File: src/rtl/pc_gen_pkg.sv
// Shared types and defaults for the fetch program-counter generator.
package pc_gen_pkg;

    typedef enum logic [1:0] {
        BOOT  = 2'd0,
        RUN   = 2'd1,
        FLUSH = 2'd2,
        ERR   = 2'd3
    } pc_state_e;

    localparam logic [31:0] PC_DEFAULT_RESET_VEC = 32'h8000_0000;
    localparam int unsigned PC_DEFAULT_STEP      = 4;

endpackage

File: src/rtl/pc_gen_if.sv
// Fetch request handshake between the PC generator and the IFU.
interface pc_gen_if #(
    parameter int unsigned XLEN = 32
);
    logic            out_valid;
    logic            out_ready;
    logic [XLEN-1:0] out_pc;
    logic [XLEN-1:0] out_pc_step;

    modport master (output out_valid, output out_pc, output out_pc_step, input  out_ready);
    modport slave  (input  out_valid, input  out_pc, input  out_pc_step, output out_ready);
endinterface

File: src/rtl/pc_next_sel.sv
// Next-PC priority selector: trap > redirect > fire > hold, with target alignment.
// Misaligned redirects raise an error state when PC_GEN_MISALIGN_CHECK_EN is defined.
module pc_next_sel
    import pc_gen_pkg::*;
#(
    parameter int unsigned XLEN = 32,
    parameter int unsigned STEP = PC_DEFAULT_STEP
) (
    input  pc_state_e       state,
    input  logic [XLEN-1:0] pc,
    input  logic            fire,
    input  logic            redir_valid,
    input  logic [XLEN-1:0] redir_target,
    input  logic            trap_valid,
    input  logic [XLEN-1:0] trap_target,
`ifdef PC_GEN_MISALIGN_CHECK_EN
    input  logic            err,
    input  logic [XLEN-1:0] err_addr,
    output logic            err_next,
    output logic [XLEN-1:0] err_addr_next,
`endif
    output logic [XLEN-1:0] pc_next,
    output pc_state_e       state_next
);

    localparam logic [XLEN-1:0] LOW_MASK = XLEN'(STEP - 1);

    always_comb begin
        pc_next    = pc;
        state_next = state;
`ifdef PC_GEN_MISALIGN_CHECK_EN
        err_next      = err;
        err_addr_next = err_addr;
`endif
        case (state)
            BOOT:    state_next = RUN;
            FLUSH:   state_next = RUN;
            default: state_next = state;
        endcase

        if (fire) begin
            pc_next = pc + XLEN'(STEP);
        end

        // A redirect overrides the fetch accepted in the same cycle.
        if (trap_valid) begin
            pc_next    = trap_target & ~LOW_MASK;
            state_next = FLUSH;
`ifdef PC_GEN_MISALIGN_CHECK_EN
            err_next   = 1'b0;
`endif
        end else if (redir_valid) begin
`ifdef PC_GEN_MISALIGN_CHECK_EN
            if (state != ERR) begin
                if ((redir_target & LOW_MASK) != '0) begin
                    pc_next       = pc;
                    state_next    = ERR;
                    err_next      = 1'b1;
                    err_addr_next = redir_target;
                end else begin
                    pc_next    = redir_target;
                    state_next = FLUSH;
                end
            end
`else
            pc_next    = redir_target & ~LOW_MASK;
            state_next = FLUSH;
`endif
        end
    end

endmodule

File: src/rtl/pc_gen.sv
// Fetch PC generator: holds the PC/state registers and offers the PC over valid/ready.
// Optional misaligned-redirect trapping is enabled by PC_GEN_MISALIGN_CHECK_EN.
module pc_gen
    import pc_gen_pkg::*;
#(
    parameter int unsigned     XLEN      = 32,
    parameter logic [XLEN-1:0] RESET_VEC = XLEN'(PC_DEFAULT_RESET_VEC),
    parameter int unsigned     STEP      = PC_DEFAULT_STEP
) (
    input  logic            clk,
    input  logic            rst,
    pc_gen_if.master        fetch,
    input  logic            stall,
    input  logic            redir_valid,
    input  logic [XLEN-1:0] redir_target,
    input  logic            trap_valid,
    input  logic [XLEN-1:0] trap_target
`ifdef PC_GEN_MISALIGN_CHECK_EN
    ,
    output logic            misalign_err,
    output logic [XLEN-1:0] misalign_addr
`endif
);

    logic [XLEN-1:0] pc;
    logic [XLEN-1:0] pc_next;
    pc_state_e       state;
    pc_state_e       state_next;
    logic            fire;

`ifdef PC_GEN_MISALIGN_CHECK_EN
    logic            err_next;
    logic [XLEN-1:0] err_addr_next;
`endif

    assign fetch.out_valid   = (state == RUN) & ~stall;
    assign fetch.out_pc      = pc;
    assign fetch.out_pc_step = pc + XLEN'(STEP);
    assign fire              = fetch.out_valid & fetch.out_ready;

    pc_next_sel #(
        .XLEN (XLEN),
        .STEP (STEP)
    ) u_next_sel (
        .state         (state),
        .pc            (pc),
        .fire          (fire),
        .redir_valid   (redir_valid),
        .redir_target  (redir_target),
        .trap_valid    (trap_valid),
        .trap_target   (trap_target),
`ifdef PC_GEN_MISALIGN_CHECK_EN
        .err           (misalign_err),
        .err_addr      (misalign_addr),
        .err_next      (err_next),
        .err_addr_next (err_addr_next),
`endif
        .pc_next       (pc_next),
        .state_next    (state_next)
    );

    always_ff @(posedge clk) begin
        if (rst) begin
            pc    <= RESET_VEC;
            state <= BOOT;
        end else begin
            pc    <= pc_next;
            state <= state_next;
        end
    end

`ifdef PC_GEN_MISALIGN_CHECK_EN
    always_ff @(posedge clk) begin
        if (rst) begin
            misalign_err  <= 1'b0;
            misalign_addr <= '0;
        end else begin
            misalign_err  <= err_next;
            misalign_addr <= err_addr_next;
        end
    end
`endif

endmodule
File: src/flat_wrapper.sv
// flat-port wrapper written by rule: the top's interface ports become plain ports
module pc_gen_flat import pc_gen_pkg::*;
#(
    parameter int unsigned     XLEN      = 32,
    parameter logic [XLEN-1:0] RESET_VEC = XLEN'(PC_DEFAULT_RESET_VEC),
    parameter int unsigned     STEP      = PC_DEFAULT_STEP
)
  (clk, rst, stall, redir_valid, redir_target, trap_valid, trap_target, fetch_out_valid, fetch_out_pc, fetch_out_pc_step, fetch_out_ready);
  pc_gen_if #(.XLEN(XLEN)) fetch_i ();
  input  logic clk;
  input  logic rst;
  input  logic stall;
  input  logic redir_valid;
  input  logic [XLEN-1:0] redir_target;
  input  logic trap_valid;
  input  logic [XLEN-1:0] trap_target;
  output wire logic [$bits(fetch_i.out_valid)-1:0] fetch_out_valid;
  output wire logic [$bits(fetch_i.out_pc)-1:0] fetch_out_pc;
  output wire logic [$bits(fetch_i.out_pc_step)-1:0] fetch_out_pc_step;
  input wire logic [$bits(fetch_i.out_ready)-1:0] fetch_out_ready;
  assign fetch_out_valid = fetch_i.out_valid;
  assign fetch_out_pc = fetch_i.out_pc;
  assign fetch_out_pc_step = fetch_i.out_pc_step;
  assign fetch_i.out_ready = fetch_out_ready;
  pc_gen #(.XLEN(XLEN), .RESET_VEC(RESET_VEC), .STEP(STEP)) u_core (.clk(clk), .rst(rst), .fetch(fetch_i), .stall(stall), .redir_valid(redir_valid), .redir_target(redir_target), .trap_valid(trap_valid), .trap_target(trap_target));
endmodule
File: config.mk
export PLATFORM = sky130hd
export DESIGN_NAME = pc_gen_flat
export DESIGN_NICKNAME = d
export VERILOG_FILES = /design/src/rtl/pc_gen_pkg.sv /design/src/rtl/pc_gen_if.sv /design/src/rtl/pc_next_sel.sv /design/src/rtl/pc_gen.sv /design/src/flat_wrapper.sv
export SDC_FILE = /design/constraint.sdc
export NUM_CORES = 1
export LEC_CHECK = 0
export ABC_CLOCK_PERIOD_IN_PS = 2350
export BUFFER_PORTS_ARGS = -buffer_cell sky130_fd_sc_hd__buf_4
export CAP_MARGIN = 25
export CORE_UTILIZATION = 25
export DETAILED_ROUTE_END_ITERATION = 10
export PLACE_DENSITY = 0.6
export RECOVER_POWER = 25
export SLEW_MARGIN = 20
export SYNTH_ARGS = -nofsm -noshare
export SYNTH_HDL_FRONTEND = slang
export SYNTH_SLANG_ARGS = --single-unit
File: constraint.sdc
create_clock -name clk -period 2.35 [get_ports clk]
set_input_delay 0.235 -clock clk [delete_from_list [all_inputs] [get_ports clk]]
set_output_delay 0.235 -clock clk [all_outputs]
set_load 0.03 [all_outputs]
==> results of run 1 <==
[critical path, cell delays in order (launching register included)]
cell and delay, ns:
dfxtp_4 0.36, ha_4 0.13, and3_4 0.18, or4b_4 0.52
or3_4 0.36, buf_6 0.13, xnor2_2 0.12, buf_6 0.15
[final cells by class]
cell class	count	share of cell area
clock buffers	7	0.0183
well taps	133	0.0399
clock inverters	1	0.000901
flip-flops and latches	32	0.159
repair buffers	174	0.314
inverters	9	0.00811
multi-input cells	271	0.460
[per-stage QoR]
stage          total power [uW]  TNS [ns]  cell area, um2   util  worst slack [ns]
2_1_floorplan              1020         0            2660      -           0.00197
3_3_place_gp               1300         0            3870  0.396            0.0779
3_5_place_dp               1310  -0.00906            3870  0.396          -0.00906
4_1_cts                    1740    -0.643            4090  0.418            -0.142
5_1_grt                    1810     -1.46            4170  0.426            -0.190
6_report                   1720    -0.509            4170  0.426            -0.120
[report_power, final]
part / switching (uW) / internal, uW
Clock: 215 / 207
Sequential: 50.7 / 581
Combinational: 378 / 291
[flip-flops by register name (all words and copies together) (netlist names)]
name,cells
u_core.fetch.out_pc,30
u_core.state,2
[placed cells by master, fill, tap and decap left out, drive strengths merged, types with 10 or more instances in the layout]
cell	n
nand2	21
buf	157
o21ai	14
a21oi	28
a22oi	10
nor2	32
nand4	11
nand3	18
dfxtp	32
clkbuf	24
xnor2	26
[what timing repair did]
| action | in CTS | in global routing |
|---|---|---|
| pin swaps | 6 | 12 |
| setup buffers | 4 | 12 |
| setup endpoints to repair | 11 | 14 |
| gates resized for setup | 23 | 14 |
| cloned | 0 | 1 |
[per-layer routing]
metal  share of wire  up-vias
met2            0.47      116
met4           0.021        0
met5               0        -
met1            0.45     1540
li1                -     1561
met3           0.056       16
[worst max-delay path by stage]
| stage | from | end |
|---|---|---|
| floorplan | u_core.fetch.out_pc[4]$_SDFFE_PP0P_ | fetch_out_pc_step[29] |
| global placement | u_core.fetch.out_pc[2]$_SDFFE_PP0P_ | u_core.fetch.out_pc[22]$_SDFFE_PP0P_ |
| detailed placement | u_core.fetch.out_pc[2]$_SDFFE_PP0P_ | u_core.fetch.out_pc[20]$_SDFFE_PP0P_ |
| CTS | u_core.fetch.out_pc[2]$_SDFFE_PP0P_ | fetch_out_pc_step[20] |
| global route | u_core.fetch.out_pc[2]$_SDFFE_PP0P_ | fetch_out_pc_step[22] |
| finish | u_core.fetch.out_pc[2]$_SDFFE_PP0P_ | fetch_out_pc_step[22] |
[logic make-up after synthesis]
group,synth area share
adders and majority gates,0.00496
buffers and inverters,0.0714
xor gates and xnor gates,0.115
muxes,0.0243
DFF,0.254
other,0.00149
AOI/OAI and AO/OA,0.258
and+or+nand+nor,0.271
==> qor.csv, run 1 <==
stage,metric,value,unit
sta,worst_pin_slew,0.634,ns
cts,clock_latency,0.28,ns
grt,grt_pass1_wl,15200,um
placed_design,dp.cells,602,
grt,grt.total_usage,0.190,
drt,viasPerCell,5.16,
sta,hold_ws,0.202,ns
synth,async_flop_share,0,
synth,synth_common_cells,"32 x dfxtp_1, 32 x nor2_1, 28 x a21oi_1",
floorplan,start_util,0.258,
grt,grt_busiest_layer,met2,
critical_path,cp-end-kind,primary output,
drt,dr.pass1.iters,5,
job,max_cap_viol_count,0,
finish,drive_gt1_frac,0.411,
run_status,failed_checks,negative setup slack,
synth,synth_top_flop_cell,dfxtp_1,
critical_path,required,2.12,ns
synth,netlist.area_leader.share,0.254,
synth,syn-cell-area,2520,um2
synth,yosys_register_bits,32,
synth,yosysTopAreaCell,dfxtp_1,
drt,drc,0,
finish,stdcell_count,627,
cts,cts-root-buf,clkbuf_8,
hold_path,worstHoldPathType,input port to register,
drt,drt_iter0_markers,107,
power,leakage,0.00179,uW
sta,fmax,405,MHz
critical_path,r2r-start,u_core.fetch.out_pc[2]$_SDFFE_PP0P_,
cts,cts-hold-fix-buffers,0,
drt,wire_per_inst,16.3,um
floorplan,rows,36,
finish,n_antenna_cell,0,
placed_design,dp_hpwl,7680,um
synth,yosys_warnings,0,
finish,syn2layout_area_growth,65.1,%
sta,min_period,2.47,ns
critical_path,reg2reg_depth,8,
synth,synth-edff-count,0,
grt,global_route.usage.met3,0.0376,
power,powerDensity,413,nW/um2
grt,grt_util_met1,0.250,
finish,seqCellArea,662,um2
hold_path,whs_path_depth,3,
finish,fillers,1019,
placed_design,place_congestion,0.793,
drt,ant_nets,0,
sta,final_max_slew_viol_count,0,
hold_path,min_from,redir_target[13],
finish,multiInputGateArea,1920,um2
sta,timing.final.crit_share,1.05,
sta,finalHoldViolations,0,
critical_path,critPathKind,register to primary output,
critical_path,cp_max_fo,4,
critical_path,reg2reg_slack,0.08,ns
finish,fin_nets,564,
floorplan,ioPinCount,135,
grt,grt_pass1_vias,3061,
sta,fin_skew,0.00561,ns
sta,rsz0062_at_grt,yes,
placed_design,io_buffers,126,
sta,fin_ws,-0.120,ns
sta,setup_viol,8,
floorplan,chipHeight,102,um
cts,numClockSinks,32,
cts,path_clk_slew,0.07,ns
critical_path,timing.rr.end,u_core.fetch.out_pc[20]$_SDFFE_PP0P_,
synth,postSynthAreaPerCell,7.36,um2
drt,num_vias,3233,
synth,syn_inst,343,
grt,grt_max_degree,29,
hold_path,hold_end,u_core.fetch.out_pc[13]$_SDFFE_PP0P_,
synth,synth-seq-area-share,0.254,
run_status,outcome,finished with violations,
cts,cts_tree,built,
synth,synth_area_leaders,"dfxtp_1 25%, xnor2_1 9.0%, a21oi_1 5.6%, nor2_1 4.8%, nand3_1 3.6%",
grt,antenna_found_initial,0,
grt,use_met2,0.313,
floorplan,dieArea,10500,um2
cts,htree_levels,2,
critical_path,worstSetupStartpointType,register,
drt,finalWirelength,10200,um
power,irDropWorstVdd,0.000185,V
cts,cts_made_buffers,5,
sta,timing.slew.headroom,0.577,
floorplan,fp.dieW,102,um
critical_path,cp.arrival,2.23,ns
grt,grt.overflow.total,0,
cts,cts_buffer_depth,2,
synth,post_synth_num_cell_types,52,
floorplan,core,9770,um2
No activity file was read; power rests on OpenSTA's default activity.
==> inputs of run 2 (changes only) <==
--- a/config.mk
+++ b/config.mk
@@ -12,6 +12,7 @@
 export DETAILED_ROUTE_END_ITERATION = 10
 export PLACE_DENSITY = 0.6
 export RECOVER_POWER = 25
+export REMOVE_ABC_BUFFERS = 1
 export SLEW_MARGIN = 20
 export SYNTH_ARGS = -nofsm -noshare
 export SYNTH_HDL_FRONTEND = slang
==> run 2 against run 1 <==
Net effect:
- the run still ends with negative setup slack left
- via count is 1.8% higher
- power is 2.4% higher
- clock power is 9.2% higher
- register-to-register slack hardly changed
- non-clock buffer count is 3 higher
- cell count is 0.48% higher
- hold slack worse by 0.0092 ns
- clock-buffer cell count is 1 lower
- die area stayed put
- maximum frequency is 2.6% higher
- cell area is 0.27% lower
- critical path type unchanged
- critical endpoint is now fetch_out_pc_step[18]
- largest power group unchanged
- highest routed layer unchanged
==> qor.csv, run 2 (synthesized netlist as in run 1, its figures left out) <==
stage,metric,value,unit,change
sta,rsz0062_at_grt,yes,,
finish,layout_commonest_cell,buf_4,,
critical_path,critPathKind,register to primary output,,
sta,setup_viol,8,,unchanged
cts,cts_made_buffers,5,,unchanged
cts,htree_levels,2,,unchanged
finish,largest_reg_flops,30,,unchanged
placed_design,place_congestion,0.845,,+6.5%
cts,cts-hold-fix-buffers,0,,unchanged
finish,seqCellArea,657,um2,-0.76%
grt,grt_max_degree,29,,unchanged
critical_path,startpoint,u_core.fetch.out_pc[2]$_SDFFE_PP0P_,,
floorplan,ioPinCount,135,,unchanged
sta,fin_ws,-0.0562,ns,+0.0637 ns
power,irDropWorstVdd,0.000207,V,+12%
critical_path,cp_max_fo,4,,unchanged
sta,timing.slew.headroom,0.668,,+0.0906
drt,dr_wl_met2,4990,um,+2.8%
power,p_int,1110,uW,+3.0%
critical_path,cp.arrival,2.17,ns,-0.06 ns
finish,n_antenna_cell,0,,unchanged
sta,worst_pin_slew,0.491,ns,-0.143 ns
sta,final_max_slew_viol_count,0,,unchanged
power,powerDensity,424,nW/um2,+2.7%
critical_path,cp-end-kind,primary output,,
critical_path,required,2.12,ns,about the same
run_status,outcome,finished with violations,,
floorplan,dieArea,10500,um2,unchanged
finish,fillers,1008,,-1.1%
sta,min_period,2.41,ns,-0.0637 ns
sta,fin_skew,0.00536,ns,-0.000256 ns
hold_path,worstHoldPathType,input port to register,,
drt,ant_nets,0,,unchanged
critical_path,r2r-start,u_core.fetch.out_pc[2]$_SDFFE_PP0P_,,
grt,grt.overflow.total,0,,unchanged
floorplan,start_util,0.258,,unchanged
floorplan,chipHeight,102,um,unchanged
drt,dr.pass1.iters,5,,unchanged
drt,finalWirelength,10500,um,+2.2%
finish,fin_util,0.425,,-0.00115
job,max_cap_viol_count,0,,unchanged
run_status,failed_checks,negative setup slack,,
drt,num_vias,3292,,+1.8%
finish,mostFrequentLayoutCells,"164 x buf_4, 30 x nor2_1, 28 x a21oi_1",,
power,switching_share,0.370,,-0.00366
cts,cts_tree,built,,
critical_path,worstSetupStartpointType,register,,
drt,wl_met1,4430,um,-3.6%
drt,drt_iter0_markers,259,,+140%
cts,cts_buffer_depth,2,,unchanged
finish,fin_area,4160,um2,-0.27%
grt,grt_pass1_wl,15600,um,+2.2%
sta,timing.final.crit_share,1.02,,-0.0271
drt,wire_per_inst,16.6,um,+1.7%
floorplan,rows,36,,unchanged
drt,drc,0,,unchanged
grt,grt.total_usage,0.195,,+0.00482
cts,path_clk_slew,0.07,ns,about the same
placed_design,dp_hpwl,7570,um,-1.4%
power,combPwrFrac,0.377,,-0.011
drt,wl_met3,804,um,+40%
power,p_clk_frac,0.261,,+0.016
grt,antenna_found_initial,0,,unchanged
placed_design,placed_area,3780,um2,-2.2%
grt,grt_pass1_vias,3088,,+0.88%
finish,drive_gt1_frac,0.433,,+0.0217
floorplan,fp.dieW,102,um,unchanged
sta,fmax,416,MHz,+2.6%
sta,finalHoldViolations,0,,unchanged
placed_design,io_buffers,126,,unchanged
cts,clock_latency,0.29,ns,about the same
finish,syn2layout_area_growth,64.7,%,
power,switchingPower,653,uW,+1.4%
drt,viasPerCell,5.23,,+1.3%
power,power_frac_seq,0.362,,-0.005
cts,numClockSinks,32,,unchanged
hold_path,min_from,redir_target[13],,
drt,highest_layer,met4,,
finish,fin_nets,567,,+0.53%
power,leakage,0.00181,uW,+1.5%
finish,multiInputGateArea,1840,um2,-4.2%
floorplan,core,9770,um2,unchanged
cts,cts-root-buf,clkbuf_8,,
-- run 2: cell count changes in the layout (fill, tap and decap cells not counted), sizes merged --
cell    previous run  this run
clkbuf            24         8
clkinv             1         2
buf              157       175
-- run 2: worst max-delay path, stage by stage, from the launching register on --
cell     delay [ns]
dfxtp_2        0.35
ha_4           0.13
and3_4         0.18
or4b_4         0.51
buf_6          0.16
nor3_4         0.11
buf_6          0.13
xor2_1         0.14
buf_4          0.18
-- run 2: through the flow --
stage	total power (uW)	worst slack (ns)	hold WS (ns)	TNS, ns	instances
after floorplan	966	-0.630	0.304	-7.99	312
after global placement	1280	0.0442	0.467	0	607
after detailed placement	1290	-0.00143	0.481	-0.00143	607
after CTS	1760	-0.118	0.193	-0.430	625
after global routing	1840	-0.147	0.218	-1.01	630
final	1760	-0.0562	0.193	-0.289	630
-- run 2: layout make-up --
type | instances | area share
Tap cell | 133 | 0.0400
Clock inverter | 2 | 0.00241
Inverter | 9 | 0.00813
Timing Repair Buffer | 177 | 0.330
Clock buffer | 6 | 0.0199
Sequential cell | 32 | 0.158
Multi-Input combinational cell | 271 | 0.442
-- run 2: power groups by stage --
stage               registers (uW)  clock network, uW  logic [uW]
floorplan                      715                  0         251
global placement               639                  0         642
detailed placement             642                  0         650
CTS                            633                466         660
global route                   644                489         709
finish                         637                461         665
-- run 2: repair_timing --
item,4_1_cts,5_1_grt
buffers inserted,10,5
gates resized for setup,18,22
pin swaps,7,6
setup endpoints to repair,10,13
-- run 2: final timing paths --
check        cells past startpoint  slack (ns)                                    to
max reg2reg                      6        0.08  u_core.fetch.out_pc[22]$_SDFFE_PP0P_
max                              8       -0.06                 fetch_out_pc_step[18]
min                              3        0.19  u_core.fetch.out_pc[13]$_SDFFE_PP0P_
min reg2reg                      2        0.49          u_core.state[1]$_SDFFE_PP0P_
-- run 2: routing by layer --
metal	GRT usage	up-vias
met2	0.319	171
met4	0.0890	0
met1	0.250	1529
met5	0	-
met3	0.0294	20
li1	-	1572
